[src/rtl/rv_ctrl_pkg.sv]
// Shared encodings for the multicycle RV32I controller: FSM states,
// opcodes, immediate formats, ALU operations and datapath mux selects.
package rv_ctrl_pkg;

  typedef enum logic [3:0] {
    S_FETCH   = 4'd0,
    S_DECODE  = 4'd1,
    S_MEMADR  = 4'd2,
    S_MEMRD   = 4'd3,
    S_MEMWB   = 4'd4,
    S_MEMWR   = 4'd5,
    S_EXECR   = 4'd6,
    S_EXECI   = 4'd7,
    S_ALUWB   = 4'd8,
    S_BRANCH  = 4'd9,
    S_JAL     = 4'd10,
    S_ILLEGAL = 4'd11
  } state_t;

  localparam logic [6:0] OP_LOAD   = 7'b0000011;
  localparam logic [6:0] OP_STORE  = 7'b0100011;
  localparam logic [6:0] OP_RTYPE  = 7'b0110011;
  localparam logic [6:0] OP_ITYPE  = 7'b0010011;
  localparam logic [6:0] OP_BRANCH = 7'b1100011;
  localparam logic [6:0] OP_JAL    = 7'b1101111;

  typedef enum logic [1:0] {
    IMM_I = 2'b00,
    IMM_S = 2'b01,
    IMM_B = 2'b10,
    IMM_J = 2'b11
  } imm_src_t;

  typedef enum logic [2:0] {
    ALU_ADD = 3'b000,
    ALU_SUB = 3'b001,
    ALU_AND = 3'b010,
    ALU_OR  = 3'b011,
    ALU_SLT = 3'b101
  } alu_ctrl_t;

  // ALUOp: how the ALU decoder should interpret the instruction
  localparam logic [1:0] ALUOP_ADD   = 2'b00;
  localparam logic [1:0] ALUOP_SUB   = 2'b01;
  localparam logic [1:0] ALUOP_FUNCT = 2'b10;

  // ResultSrc encodings
  localparam logic [1:0] RES_ALUOUT    = 2'b00;
  localparam logic [1:0] RES_DATA      = 2'b01;
  localparam logic [1:0] RES_ALURESULT = 2'b10;

  // ALUSrcA encodings
  localparam logic [1:0] SRCA_PC    = 2'b00;
  localparam logic [1:0] SRCA_OLDPC = 2'b01;
  localparam logic [1:0] SRCA_RS1   = 2'b10;

  // ALUSrcB encodings
  localparam logic [1:0] SRCB_RS2  = 2'b00;
  localparam logic [1:0] SRCB_IMM  = 2'b01;
  localparam logic [1:0] SRCB_FOUR = 2'b10;

  // Immediate format implied by the opcode; opcodes without an extender
  // format fall back to I so the extender always sees a defined select.
  function automatic imm_src_t imm_src_of(input logic [6:0] op);
    imm_src_t imm;
    imm = IMM_I;
    case (op)
      OP_STORE:  imm = IMM_S;
      OP_BRANCH: imm = IMM_B;
      OP_JAL:    imm = IMM_J;
      default:   imm = IMM_I;
    endcase
    return imm;
  endfunction

endpackage

[src/rtl/alu_decoder.sv]
// Combinational ALU operation decode from ALUOp and instruction fields.
module alu_decoder
  import rv_ctrl_pkg::*;
(
  input  logic [1:0] alu_op,
  input  logic [2:0] funct3,
  input  logic       op5,
  input  logic       funct7_5,
  output logic [2:0] alu_control
);

  // Map ALUOp/funct3 onto the ALU operation; subtraction is only chosen
  // for register-register ops (op[5]=1) with funct7[5] set.
  always_comb begin
    alu_control = ALU_ADD;
    case (alu_op)
      ALUOP_ADD: alu_control = ALU_ADD;
      ALUOP_SUB: alu_control = ALU_SUB;
      ALUOP_FUNCT: begin
        case (funct3)
          3'b000:  alu_control = (op5 & funct7_5) ? ALU_SUB : ALU_ADD;
          3'b010:  alu_control = ALU_SLT;
          3'b110:  alu_control = ALU_OR;
          3'b111:  alu_control = ALU_AND;
          default: alu_control = ALU_ADD;
        endcase
      end
      default: alu_control = ALU_ADD;
    endcase
  end

endmodule

[src/rtl/multicycle_ctrl.sv]
// Multicycle RV32I control FSM: sequences fetch, decode, execute, memory
// and writeback over a shared datapath, stalling on mem_ready.
module multicycle_ctrl
  import rv_ctrl_pkg::*;
(
  input  logic       clk,
  input  logic       rst,
  input  logic [6:0] op,
  input  logic [2:0] funct3,
  input  logic       funct7_5,
  input  logic       zero,
  input  logic       mem_ready,
  output logic       PCWrite,
  output logic       AdrSrc,
  output logic       MemWrite,
  output logic       IRWrite,
  output logic       RegWrite,
  output logic [1:0] ResultSrc,
  output logic [1:0] ALUSrcA,
  output logic [1:0] ALUSrcB,
  output logic [2:0] ALUControl,
  output logic [1:0] Imm_src,
  output logic       illegal
);

  state_t     state_reg;
  state_t     state_next;
  logic       illegal_reg;
  logic [1:0] alu_op;
  logic       pc_update;
  logic       branch;
  logic       mem_write_raw;
  logic       ir_write_raw;
  logic       reg_write_raw;

  // State register and sticky illegal flag, both cleared by reset
  always_ff @(posedge clk) begin
    if (rst) begin
      state_reg   <= S_FETCH;
      illegal_reg <= 1'b0;
    end else begin
      state_reg <= state_next;
      if (state_next == S_ILLEGAL) begin
        illegal_reg <= 1'b1;
      end
    end
  end

  // Next-state logic; memory-touching states wait for mem_ready
  always_comb begin
    state_next = state_reg;
    case (state_reg)
      S_FETCH:  state_next = mem_ready ? S_DECODE : S_FETCH;
      S_DECODE: begin
        case (op)
          OP_LOAD, OP_STORE: state_next = S_MEMADR;
          OP_RTYPE:          state_next = S_EXECR;
          OP_ITYPE:          state_next = S_EXECI;
          OP_BRANCH:         state_next = S_BRANCH;
          OP_JAL:            state_next = S_JAL;
          default:           state_next = S_ILLEGAL;
        endcase
      end
      S_MEMADR:  state_next = op[5] ? S_MEMWR : S_MEMRD;
      S_MEMRD:   state_next = mem_ready ? S_MEMWB : S_MEMRD;
      S_MEMWB:   state_next = S_FETCH;
      S_MEMWR:   state_next = mem_ready ? S_FETCH : S_MEMWR;
      S_EXECR:   state_next = S_ALUWB;
      S_EXECI:   state_next = S_ALUWB;
      S_ALUWB:   state_next = S_FETCH;
      S_BRANCH:  state_next = S_FETCH;
      S_JAL:     state_next = S_ALUWB;
      S_ILLEGAL: state_next = S_ILLEGAL;
      default:   state_next = S_FETCH;
    endcase
  end

  // Moore decode of selects and raw enables from the current state
  always_comb begin
    AdrSrc        = 1'b0;
    ResultSrc     = RES_ALUOUT;
    ALUSrcA       = SRCA_PC;
    ALUSrcB       = SRCB_RS2;
    alu_op        = ALUOP_ADD;
    pc_update     = 1'b0;
    branch        = 1'b0;
    mem_write_raw = 1'b0;
    ir_write_raw  = 1'b0;
    reg_write_raw = 1'b0;
    case (state_reg)
      S_FETCH: begin
        ALUSrcB      = SRCB_FOUR;
        ResultSrc    = RES_ALURESULT;
        ir_write_raw = mem_ready;
        pc_update    = mem_ready;
      end
      S_DECODE: begin
        ALUSrcA = SRCA_OLDPC;
        ALUSrcB = SRCB_IMM;
      end
      S_MEMADR: begin
        ALUSrcA = SRCA_RS1;
        ALUSrcB = SRCB_IMM;
      end
      S_MEMRD: begin
        AdrSrc = 1'b1;
      end
      S_MEMWB: begin
        ResultSrc     = RES_DATA;
        reg_write_raw = 1'b1;
      end
      S_MEMWR: begin
        AdrSrc        = 1'b1;
        mem_write_raw = 1'b1;
      end
      S_EXECR: begin
        ALUSrcA = SRCA_RS1;
        ALUSrcB = SRCB_RS2;
        alu_op  = ALUOP_FUNCT;
      end
      S_EXECI: begin
        ALUSrcA = SRCA_RS1;
        ALUSrcB = SRCB_IMM;
        alu_op  = ALUOP_FUNCT;
      end
      S_ALUWB: begin
        ResultSrc     = RES_ALUOUT;
        reg_write_raw = 1'b1;
      end
      S_BRANCH: begin
        ALUSrcA = SRCA_RS1;
        ALUSrcB = SRCB_RS2;
        alu_op  = ALUOP_SUB;
        branch  = 1'b1;
      end
      S_JAL: begin
        ALUSrcA   = SRCA_OLDPC;
        ALUSrcB   = SRCB_FOUR;
        pc_update = 1'b1;
      end
      default: begin
        // ILLEGAL: everything stays at its inactive default
      end
    endcase
  end

  // Write enables, gated off while reset is held so no partial writes occur
  always_comb begin
    PCWrite  = ~rst & (pc_update | (branch & (zero ^ funct3[0])));
    IRWrite  = ~rst & ir_write_raw;
    MemWrite = ~rst & mem_write_raw;
    RegWrite = ~rst & reg_write_raw;
  end

  assign Imm_src = imm_src_of(op);
  assign illegal = illegal_reg;

  alu_decoder u_alu_decoder (
    .alu_op      (alu_op),
    .funct3      (funct3),
    .op5         (op[5]),
    .funct7_5    (funct7_5),
    .alu_control (ALUControl)
  );

endmodule
[config.mk]
export PLATFORM = sky130hd
export DESIGN_NAME = multicycle_ctrl
export DESIGN_NICKNAME = d
export VERILOG_FILES = /design/src/rtl/rv_ctrl_pkg.sv /design/src/rtl/alu_decoder.sv /design/src/rtl/multicycle_ctrl.sv
export SDC_FILE = /design/constraint.sdc
export NUM_CORES = 1
export LEC_CHECK = 0
export CAP_MARGIN = 25
export CORE_MARGIN = 5
export CORE_UTILIZATION = 43
export CTS_CLUSTER_SIZE = 10
export DETAILED_ROUTE_END_ITERATION = 7
export HOLD_SLACK_MARGIN = 0.06
export PLACE_DENSITY = 0.84
export SYNTH_ARGS = -nofsm -noshare
export SYNTH_HDL_FRONTEND = slang
export SYNTH_HIERARCHICAL = 1
export SYNTH_SLANG_ARGS = --single-unit
[constraint.sdc]
create_clock -name clk -period 3.4 [get_ports clk]
set_input_delay 0.34 -clock clk [delete_from_list [all_inputs] [get_ports clk]]
set_output_delay 0.34 -clock clk [all_outputs]
set_load 0.05 [all_outputs]
==> results.toml <==
[power]
internal_power_uw = 336.2
finalPower_uw = 767.2
p_sw_uw = 431.0
power_density_mw_per_mm2 = 753.3
leakagePower_uw = 0.0003473
peakVddDrop_mv = 0.3875
p_comb_share_pct = 77.1
pwr-share-seq_pct = 13.8
clockPowerShare_pct = 9.1
sw_frac_of_total_pct = 56.18

[layout]
fill_cells = 122
drive_gt1_share_pct = 9.449
diodes = 0
register_area_sq_um = 100.1
largest_reg_flops = 4
nets = 145
area_delta_synth_final_pct = 51.58
multiInputGateArea_sq_um = 520.5
fin_area_sq_mm = 0.001018
final_cells = 143

[route]
vias = 787
drc = 0
ant_nets = 0
viasPerCell = 5.503
routed_wl_microns = 1917
dr_wl_met3_microns = 92
drt_iter0_drc = 19
m1WireLength_microns = 853
dr.max_layer_used = "met4"
wl_per_cell_microns = 13.41
wl_met2_microns = 957
drtPass1Iterations = 4

[die]
fp.dieW_microns = 49.53
dieArea_sq_mm = 0.002453
core_area_sq_mm = 0.001489
floorplan.initialDensity_pct = 45.13
die_h_microns = 49.53
ios = 32
row_count = 14

[sta]
rsz0062_at_grt = "false"
min_period_over_period_pct = 93.63
setup_viol = 0
finalSetupTns_ns = 0
finalMaxSlewViolations = 0
whs_ns = 0.4776
fmax_mhz = 314.1
fin_crit_ns = 3.183
maxSlewHeadroom_pct = 63.55
hold_viol = 0
worstMarginPinSlew_ns = 0.5461
fin_skew_ns = 0.002422

[clocking]
cts.htree.levels = 1
cts-root-buf = "clkbuf_4"
cts_tree = "built"
cts_sinks = 5
ctsHoldBuffers = 0
cts_resized = 0
insertion_delay_ns = 0.24
cts_buffers = 3
cts_setup_buffers = 0
clock_path_buffers = 2
clkTransAtPathRegs_ns = 0.04

[yosys]
synth-seq-cells = 5
synth_edf_count = 0
syn_nets = 113
synth-async-reset-ratio_pct = 0
yosysWarnings = 6
syn_inst = 96
syn_avg_cell_area_sq_um = 6.999
synth_flop_cell = "dfxtp_1"
netlist_area_sq_um = 671.9
yosys.cell_types.count = 41
yosysSeqAreaShare_pct = 14.90

[worst_setup_path]
r2r-end = "illegal"
r2r_cells = 4
cp-end-kind = "output pin"
worst-r2r-setup-slack_ns = 1.65
worstSetupPathType = "register to output pin"
cp-start-kind = "register"
r2r_start = "state_reg[3]"
arrival_ns = 2.84
cp-endpoint = "ALUControl[2]"
critical_path_peak_fanout = 18
required_ns = 3.06
cp-startpoint = "state_reg[3]"

[hold_path]
worstHoldPathType = "register to register"
holdCritStartpoint = "illegal"

[status]
status = "complete, no violations"

[global_route]
grt_pass1_vias = 745
track_usage_pct = 15.15
antenna_found_initial = 0
grt_pass1_wl_microns = 3111
grt_max_degree = 19
overflow = 0

[place]
placedInstanceArea_sq_um = 992.2
gp_congestion = 0.8255
place_inst = 139
port_buffers = 31
hpwl_microns = 1509

[run]
cap_viol_max_count = 0
cells in the final DEF, fill, tap and decap left out, types with 3 or more instances in the layout:
master           instances
nor2b_1                  4
nand2_1                  9
clkdlybuf4s50_1         31
clkbuf_4                 3
nand2b_1                 4
a21oi_1                  3
dfxtp_1                  5
nor3_1                   9
nor2_1                   9
inv_1                    6
o21ai_0                  3
xnor2_1                  3
worst max-delay path: stages (launching register included):
cell and delay [ns]:
dfxtp_1 0.66, nand2b_1 0.19, nor2_1 0.19, inv_1 0.07, ha_1 0.34, nor4b_1 0.30, clkdlybuf4s50_1 0.86
final cells by class:
class                      count  share of cell area, %
sequential                     5                  9.828
multi-input combinational     78                  51.11
inverter                       7                  2.580
tap                           16                  1.966
timing repair buffer          33                  31.94
clock buffer                   4                  2.580
through the flow:
| step | setup slack (ns) | util (%) |
|---|---|---|
| after global routing | 0.01700 | 68.40 |
| after CTS | 0.2432 | 68.40 |
| after global placement | 0.6070 | 66.64 |
| final | 0.2167 | 68.40 |
| after detailed placement | 0.4990 | 66.64 |
| after floorplan | 0.3070 | - |
power groups by stage:
stage	Clock, uW	Combinational (uW)	Sequential, uW
6_report	69.8	592	106
5_1_grt	76.2	626	109
4_1_cts	70.5	593	105
3_5_place_dp	0	587	106
3_3_place_gp	0	580	104
2_1_floorplan	0	430	93.2
cells in the mapped netlist (3+ instances only):
library cell	count	area, sq um
nand2_1	9	33.78
nor2_1	9	33.78
nor3_1	9	45.04
inv_1	6	22.52
dfxtp_1	5	100.1
nand2b_1	4	25.02
nor2b_1	4	25.02
a21oi_1	3	15.01
buf_2	3	15.01
o21ai_0	3	15.01
xnor2_1	3	26.28
kinds of logic after synthesis:
group	share of synthesized area [%]
compound gates	25.14
xor+xnor	3.911
fa+ha+maj	3.724
buf+inv	7.820
flops	14.90
mux	1.490
simple gates	43.01
routing by layer:
layer	GRT usage (%)	vias to the layer above
met5	0	-
met1	19.67	350
met4	7.424	0
li1	-	410
met3	1.506	2
met2	24.58	25
worst min-delay path by stage:
stage / depth (start not counted) / to / slack [ns]
after floorplan: 1 / state_reg[3] / 0.42
after global placement: 2 / illegal / 0.46
after detailed placement: 2 / illegal / 0.47
after CTS: 2 / illegal / 0.47
after global routing: 2 / illegal / 0.50
final: 2 / illegal / 0.48
No activity file was read; power rests on OpenSTA's default activity.
